### src/rtl/galaga_lib.sv
// Shared constants, types and helpers for the Galaga enemy projectile subsystem.
package galaga_lib;
  localparam int NPE_DEF     = 8;
  localparam int NS_DEF      = 16;
  localparam int IDW_DEF     = $clog2(NS_DEF);
  localparam int MAXG_DEF    = 2;
  localparam int AGE_MAX_DEF = 4;

  typedef logic [IDW_DEF-1:0] shooter_id_t;

  function automatic int unsigned popcount(input logic [63:0] v);
    int unsigned n;
    n = 0;
    for (int i = 0; i < 64; i++) begin
      if (v[i]) n++;
    end
    return n;
  endfunction
endpackage

### src/rtl/rr_multi_pick.sv
// Combinational round-robin picker: grants the first `count` set bits of cand,
// scanning upward from rr with wrap, and reports them in scan order.
module rr_multi_pick
  import galaga_lib::*;
#(
  parameter int NS   = NS_DEF,
  parameter int IDW  = $clog2(NS),
  parameter int MAXG = MAXG_DEF
) (
  input  logic [NS-1:0]             cand,
  input  logic [IDW-1:0]            rr,
  input  logic [IDW:0]              count,
  output logic [NS-1:0]             grant,
  output logic [IDW-1:0]            last,
  output logic [MAXG-1:0][IDW-1:0]  picks
);
  localparam int PW = (MAXG > 1) ? $clog2(MAXG) : 1;

  // Index arithmetic wraps naturally because NS is a power of two.
  always_comb begin
    logic [IDW-1:0] idx;
    logic [IDW:0]   n;
    grant = '0;
    last  = rr;
    picks = '0;
    n     = '0;
    idx   = rr;
    for (int k = 0; k < NS; k++) begin
      idx = rr + IDW'(k);
      if (cand[idx] && (n < count)) begin
        grant[idx]     = 1'b1;
        picks[PW'(n)]  = idx;
        last           = idx;
        n              = n + (IDW+1)'(1);
      end
    end
  end
endmodule

### src/rtl/eship_proj_allocator.sv
// Enemy projectile slot allocator: round-robin grants of free slots to firing
// shooters, with aged pending requests that drop when they wait too long.
module eship_proj_allocator
  import galaga_lib::*;
#(
  parameter int NPE     = NPE_DEF,
  parameter int NS      = NS_DEF,
  parameter int IDW     = $clog2(NS),
  parameter int MAXG    = MAXG_DEF,
  parameter int AGE_MAX = AGE_MAX_DEF
) (
  input  logic                 frame_clk,
  input  logic                 Reset,
  input  logic                 Enable,
  input  logic [NS-1:0]        FireReq,
  input  logic [NPE-1:0]       EProjEn,
  output logic [NPE-1:0]       EProjActvt,
  output logic [NPE*IDW-1:0]   EProjShooter,
  output logic                 Dropped,
  output logic [7:0]           DropCount,
  output logic [IDW:0]         PendCount
);
  localparam int CW = IDW + 1;
  localparam int AW = $clog2(AGE_MAX + 2);
  localparam int SW = (NPE > 1) ? $clog2(NPE) : 1;
  localparam int PW = (MAXG > 1) ? $clog2(MAXG) : 1;

  logic [NS-1:0]            pend, pend_nxt, cand, grant;
  logic [NS-1:0][AW-1:0]    age, age_nxt;
  logic [NPE-1:0]           resv, free, act;
  logic [IDW-1:0]           rr, last;
  logic [MAXG-1:0][IDW-1:0] picks;
  logic [MAXG-1:0][SW-1:0]  slot_of;
  logic [CW-1:0]            gcount, drop_cnt;
  logic [NPE*IDW-1:0]       shooter_nxt;
  logic [8:0]               dc_sum;

  // Reserved slots stay unavailable until the bank confirms them busy.
  assign cand = pend | FireReq;
  assign free = ~EProjEn & ~resv;

  always_comb begin
    int unsigned g;
    g = 32'(MAXG);
    if (popcount(64'(cand)) < g) g = popcount(64'(cand));
    if (popcount(64'(free)) < g) g = popcount(64'(free));
    gcount = Enable ? CW'(g) : '0;
  end

  rr_multi_pick #(.NS(NS), .IDW(IDW), .MAXG(MAXG)) u_pick (
    .cand  (cand),
    .rr    (rr),
    .count (gcount),
    .grant (grant),
    .last  (last),
    .picks (picks)
  );

  // The n-th granted shooter lands in the n-th lowest free slot.
  always_comb begin
    logic [CW-1:0] m;
    slot_of = '0;
    m       = '0;
    for (int i = 0; i < NPE; i++) begin
      if (free[i] && (m < gcount)) begin
        slot_of[PW'(m)] = SW'(i);
        m               = m + CW'(1);
      end
    end
  end

  always_comb begin
    act         = '0;
    shooter_nxt = EProjShooter;
    for (int n = 0; n < MAXG; n++) begin
      if (CW'(n) < gcount) begin
        act[slot_of[PW'(n)]]                         = 1'b1;
        shooter_nxt[slot_of[PW'(n)]*IDW +: IDW]      = picks[PW'(n)];
      end
    end
  end

  // Ungranted candidates either enter at age 1, grow older, or age out.
  always_comb begin
    pend_nxt = '0;
    age_nxt  = '0;
    drop_cnt = '0;
    for (int s = 0; s < NS; s++) begin
      if (cand[s] && !grant[s]) begin
        if (!pend[s]) begin
          pend_nxt[s] = 1'b1;
          age_nxt[s]  = AW'(1);
        end else if (age[s] >= AW'(AGE_MAX)) begin
          drop_cnt = drop_cnt + CW'(1);
        end else begin
          pend_nxt[s] = 1'b1;
          age_nxt[s]  = age[s] + AW'(1);
        end
      end
    end
  end

  assign dc_sum = {1'b0, DropCount} + 9'(drop_cnt);

  always_ff @(posedge frame_clk) begin
    if (Reset) begin
      pend         <= '0;
      age          <= '0;
      resv         <= '0;
      rr           <= '0;
      EProjActvt   <= '0;
      EProjShooter <= '0;
      Dropped      <= 1'b0;
      DropCount    <= '0;
      PendCount    <= '0;
    end else if (Enable) begin
      pend         <= pend_nxt;
      age          <= age_nxt;
      resv         <= (resv & ~EProjEn) | act;
      if (gcount != '0) rr <= last + IDW'(1);
      EProjActvt   <= act;
      EProjShooter <= shooter_nxt;
      Dropped      <= (drop_cnt != '0);
      DropCount    <= dc_sum[8] ? 8'hFF : dc_sum[7:0];
      PendCount    <= CW'(popcount(64'(pend_nxt)));
    end else begin
      // Suspended: pending work is discarded silently, reservations keep tracking the bank.
      pend         <= '0;
      age          <= '0;
      resv         <= resv & ~EProjEn;
      EProjActvt   <= '0;
      Dropped      <= 1'b0;
      PendCount    <= '0;
    end
  end
endmodule

### config.mk
export PLATFORM = sky130hd
export DESIGN_NAME = eship_proj_allocator
export DESIGN_NICKNAME = d
export VERILOG_FILES = /design/src/rtl/galaga_lib.sv /design/src/rtl/rr_multi_pick.sv /design/src/rtl/eship_proj_allocator.sv
export SDC_FILE = /design/constraint.sdc
export NUM_CORES = 1
export LEC_CHECK = 0
export BUFFER_PORTS_ARGS = -buffer_cell sky130_fd_sc_hd__buf_4
export CORE_MARGIN = 2
export CORE_UTILIZATION = 46
export DETAILED_ROUTE_END_ITERATION = 6
export GPL_TIMING_DRIVEN = 0
export PLACE_DENSITY = 0.7
export SKIP_CTS_REPAIR_TIMING = 1
export SLEW_MARGIN = 20
export SYNTH_ARGS = -nofsm -noshare
export SYNTH_HDL_FRONTEND = slang
export SYNTH_SLANG_ARGS = --single-unit
### constraint.sdc
create_clock -name frame_clk -period 57.5 [get_ports frame_clk]
set_clock_uncertainty 0.15 [all_clocks]
set_input_delay 11.5 -clock frame_clk [delete_from_list [all_inputs] [get_ports frame_clk]]
set_output_delay 11.5 -clock frame_clk [all_outputs]
set_load 0.05 [all_outputs]
==> impl_metrics.yaml, run 1 <==
cts:
  cts_root_buf: "clkbuf_16"
  cts_sinks: 130
  cts_made_buffers: 17
  cts_tree: "yes"
  clk_latency_ns: 0.46
  ctsHtreeMaxLevel: 4
  cts_buffer_depth: 2
  path_clk_slew_ns: 0.06
synth:
  synthArstFlopShare_pct: 0
  synth_edf_count: 0
  seq_area_frac_synth_pct: 13.4
  synthMuxAreaShare_pct: 7.84
  ys_warn_count: 0
  syn_inst: 2572
  syn_avg_cell_area_um2: 7.53
  ys_ff_latch: 130
  synth_compound_area_share_pct: 24.1
  synth_top_family_by_area: "simple AND/OR/NAND/NOR gates"
  synthFlopType: "dfxtp_1"
  synth_xor_xnor_area_share_pct: 11.9
  synth_fa_ha_area_share_pct: 13.4
  synth.distinct_cells: 120
  syn-cell-area_mm2: 0.0194
  yosys.area_share.simple_pct: 24.6
run:
  maxCapViolations: 0
detailed_routing:
  routedWlPerCell_um: 23.3
  highest_layer: "met4"
  wl_met1_mm: 31.4
  drtPass1Iterations: 6
  num_vias: 21400
  antenna_left: 0
  drt_iter0_drc: 1869
  met2_length_mm: 35.7
  wl_met3_mm: 5.97
  vias_per_cell: 6.39
  drc: 0
  wirelength_mm: 77.8
die:
  dieArea_mm2: 0.0438
  dieWidth_um: 209
  core_mm2: 0.0418
  chipHeight_um: 209
  io_pins: 81
  num_rows: 75
  start_util_pct: 46.4
layout:
  final_common_cell: "nor2_1"
  antennaDiodeCount: 0
  drive_gt1_share_pct: 18.7
  final_area_mm2: 0.0232
  seqCellArea_mm2: 0.00260
  areaGrowthSynthToFinish_pct: 20.0
  nNetsFinal: 3022
  mostFrequentLayoutCells: "290 x nor2_1, 262 x nand2_1, 201 x buf_4, 198 x ha_1, 133 x a21oi_1"
  multi_input_area_mm2: 0.0169
  fin_util_pct: 55.6
  n_fill_cell: 3935
global_route:
  grt_remaining_overflow: 0
  grt_max_degree: 18
  grt_pass1_wl_mm: 115
  antenna_found_initial: 0
  grt_pass1_vias: 19800
  track_usage_pct: 34.0
critical_path:
  cp.required_ns: 57.72
  r2r-end: "DropCount[3]"
  path_class: "primary input to flop"
  rrSetupSlack_ns: 11.88
  start_kind: "primary input"
  timing.rr.start: "pend[1]"
  critical_path.most_common_cell: "ha_1"
  crit_arrival_ns: 56.59
  slowest_delay_ns: 0.48
  cp_slowest_cell: "xnor2_1"
  worst-path-max-fanout: 10
  ff2ff_path_depth: 242
  crit_path_end_kind: "flop"
timing:
  fin_crit_sh_pct: 98.0
  slew_headroom_pct: 18.0
  fin_ws_ns: 1.13
  final.min_clock_period_ns: 56.37
  finalSetupViolations: 0
  worst_pin_slew_ns: 1.22
  tns_ns: 0
  fmax_mhz: 17.7
  slew_viol_final: 0
  finalHoldViolations: 0
placement:
  place_area_mm2: 0.0207
  dp_slack_ns: -12.74
  dp_hpwl_mm: 60.1
  io_buffers: 79
  finalWeightedCongestion: 1.04
min_path:
  min_from: "resv[7]"
  whs_path_depth: 1
  hold_end: "resv[7]"
  min_path_type: "flop to flop"
run_status:
  status: "complete, no violations"
==> critical path, delay by kind of cell <==
kind	cells	cell delay, ns
AOI/OAI and AO/OA	79	14.15
xor gates and xnor gates	11	2.48
adders and majority gates	44	12.19
buffers and inverters	27	4.16
muxes	15	3.99
and+or+nand+nor	67	8.00
==> cells in the mapped netlist, types with 38 or more instances <==
library cell	count	area share (%)
xor2_1	42	1.9
inv_1	119	2.3
dfxtp_1	130	13
nand4_1	56	1.8
mux2i_1	72	3.7
a21oi_1	148	3.8
xnor2_1	124	5.6
a211oi_1	38	1.5
and2_1	48	1.6
nand2_1	280	5.4
nand3_1	61	1.6
nor3_1	50	1.3
and3_1	40	1.3
a21o_1	40	1.6
o21ai_0	142	3.7
clkbuf_1	89	1.7
ha_1	205	13
nor2_1	309	6.0
==> state kept, by name, indices dropped and copies added, names as in the netlist <==
name and cells:
rr 4, age 48, resv 8, PendCount 5, EProjActvt 8, pend 16, DropCount 8, EProjShooter 32
Dropped 1
==> through the flow <==
stage / instances / hold WS [ns]
floorplan: 2581 / 0.277
global placement: 3199 / 0.290
detailed placement: 3200 / 0.309
CTS: 3232 / 0.307
global route: 3341 / 0.316
finish: 3341 / 0.303
==> per-layer routing <==
layer,global-route usage (%),up-vias
met5,0,-
met4,17.6,0
met3,5.86,269
met2,56.5,982
met1,42.2,10300
li1,-,9847
==> worst max-delay path by stage <==
stage	from	endpoint	cells past startpoint
after floorplan	FireReq[1]	DropCount[4]	242
after global placement	FireReq[1]	DropCount[3]	239
after detailed placement	FireReq[1]	DropCount[4]	242
after CTS	FireReq[1]	DropCount[4]	243
after global routing	FireReq[1]	DropCount[4]	242
final	FireReq[1]	DropCount[3]	243
==> area by class of cell <==
type / count / area share, %
buffer: 102 / 2.16
clock buffer: 20 / 1.92
clock inverter: 12 / 0.775
inverter: 128 / 2.12
multi-input combinational: 2216 / 72.6
sequential: 130 / 11.2
tap: 539 / 2.90
timing repair buffer: 194 / 6.30
==> cell families after synthesis <==
| family | Yosys count |
|---|---|
| compound gates | 678 |
| xor+xnor | 207 |
| fa+ha+maj | 207 |
| buf+inv | 235 |
| flops | 130 |
| mux | 123 |
| other cells | 2 |
| simple gates | 990 |
Power of run 1 is not shown: default switching activity piles up to over one toggle a cycle in this logic, so the estimate is an artifact.
==> run 2: changes to the inputs <==
Settings changed: BUFFER_PORTS_ARGS -buffer_cell sky130_fd_sc_hd__buf_4 to -buffer_cell sky130_fd_sc_hd__buf_2.
==> run 2 against run 1 <==
  * Worst hold slack about the same
  * Fmax up 0.14%
  * Die area unchanged
  * Sequential share of layout area increased by 0.086 points
  * Register-to-register slack got worse by 0.04 ns
  * First-iteration DRC count is 0.86% higher
  * Worst setup slack improved by 0.079 ns
  * Routed wire length shrank 0.55%
  * Highest routed layer unchanged
  * Final cell count decreased by 0.33%
  * Core utilization down 0.43 points
==> impl_metrics.yaml, run 2 (synthesis gave the netlist of run 1 again) <==
layout:
  mostFrequentLayoutCells: "287 x nor2_1, 258 x nand2_1, 196 x ha_1, 131 x a21oi_1, 130 x dfxtp_1"
  largest_register: "age"
  n_fill_cell: 3942
  largest_reg_flops: 48
  drive_gt1_share_pct: 19.3
  top_regs: "age: 48 flops, EProjShooter: 32 flops, pend: 16 flops"
  final_common_cell: "nor2_1"
  areaGrowthSynthToFinish_pct: 19.1
  fin_util_pct: 55.2
  nNetsFinal: 3010
detailed_routing:
  drtPass1Iterations: 6
  met2_length_mm: 35.0
  num_vias: 21200
  drc: 0
  antenna_left: 0
  wl_met1_mm: 32.0
  vias_per_cell: 6.36
  drt_iter0_drc: 1885
  highest_layer: "met4"
  wirelength_mm: 77.3
  routedWlPerCell_um: 23.2
  wl_met3_mm: 6.10
min_path:
  whs_path_depth: 1
  min_path_type: "flop to flop"
critical_path:
  ff2ff_path_depth: 241
  start_kind: "primary input"
  crit_arrival_ns: 56.45
  cp_slowest_cell: "xnor2_1"
  slowest_delay_ns: 0.42
  crit_path_end_kind: "flop"
  critical_path.most_common_cell: "ha_1"
  path_class: "primary input to flop"
  worst-path-max-fanout: 10
  cp.required_ns: 57.66
die:
  num_rows: 75
  core_mm2: 0.0418
  io_pins: 81
  dieWidth_um: 209
  dieArea_mm2: 0.0438
  start_util_pct: 46.4
  chipHeight_um: 209
global_route:
  antenna_found_initial: 1
  grt_remaining_overflow: 0
  track_usage_pct: 33.5
  grt_max_degree: 18
  grt_pass1_wl_mm: 114
  grt_pass1_vias: 19600
cts:
  ctsHtreeMaxLevel: 4
  cts_made_buffers: 17
  cts_tree: "yes"
  cts_sinks: 130
  path_clk_slew_ns: 0.06
  clk_latency_ns: 0.45
  cts_buffer_depth: 2
  cts_root_buf: "clkbuf_16"
placement:
  dp_hpwl_mm: 59.9
  finalWeightedCongestion: 1.05
  io_buffers: 79
run_status:
  status: "complete, no violations"
timing:
  hold_ws_ns: 0.303
  slew_headroom_pct: 26.2
  finalHoldViolations: 0
  fmax_mhz: 17.8
  finalSetupViolations: 0
  worst_pin_slew_ns: 1.11
  final.min_clock_period_ns: 56.29
  fin_crit_sh_pct: 97.9
  slew_viol_final: 0
run:
  maxCapViolations: 0
==> run 2: cell types whose count changed in the layout (fill, tap and decap cells not counted), sizes merged <==
| cell | change |
|---|---|
| clkinv | +4 |
| clkinvlp | +1 |
| diode | +1 |
| buf | -14 |
| inv | -2 |
| clkbuf | +1 |
| bufinv | -2 |
==> run 2: critical path: cells and delay by family <==
family	cells	cell delay (ns)
adders and majority gates	44	12.23
buffers and inverters	26	3.95
xor gates and xnor gates	11	2.20
muxes	14	3.70
and+or+nand+nor	63	7.49
AOI/OAI and AO/OA	84	15.25
==> run 2: per-stage QoR <==
| stage | setup slack [ns] | setup TNS [ns] | instance area, µm² | instances |
|---|---|---|---|---|
| floorplan | 0.0563 | 0 | 19400 | 2581 |
| global placement | -12.46 | -459.33 | 20500 | 3199 |
| detailed placement | -13.24 | -523.34 | 20500 | 3200 |
| CTS | -13.13 | -499.98 | 21100 | 3232 |
| global route | -0.844 | -7.32 | 23100 | 3330 |
| finish | 1.21 | 0 | 23100 | 3330 |
==> run 2: worst paths after layout <==
kind                            startpoint            to  slack [ns]
worst max-delay path            FireReq[1]  DropCount[0]        1.21
worst min-delay path               resv[7]       resv[7]        0.30
worst max register to register     pend[1]  DropCount[0]       11.84
worst min register to register     resv[7]       resv[7]        0.30
==> run 2: area by class of cell <==
type,instances,area (µm²),share of cell area (%)
Inverter,128,499,2.17
Tap cell,539,674,2.92
Timing Repair Buffer,181,1170,5.06
Antenna cell,1,2.50,0.0109
Buffer,103,524,2.27
Multi-Input combinational cell,2216,17000,73.6
Sequential cell,130,2600,11.3
Clock buffer,19,453,1.96
Clock inverter,13,153,0.662
==> run 2: metal layers <==
layer  up-vias  global-route usage [%]
met5         -                       0
met2       943                    55.6
met1     10200                    43.3
li1       9837                       -
met3       229                    4.57
met4         0                    15.1
Power of run 2 is left out for the same reason.
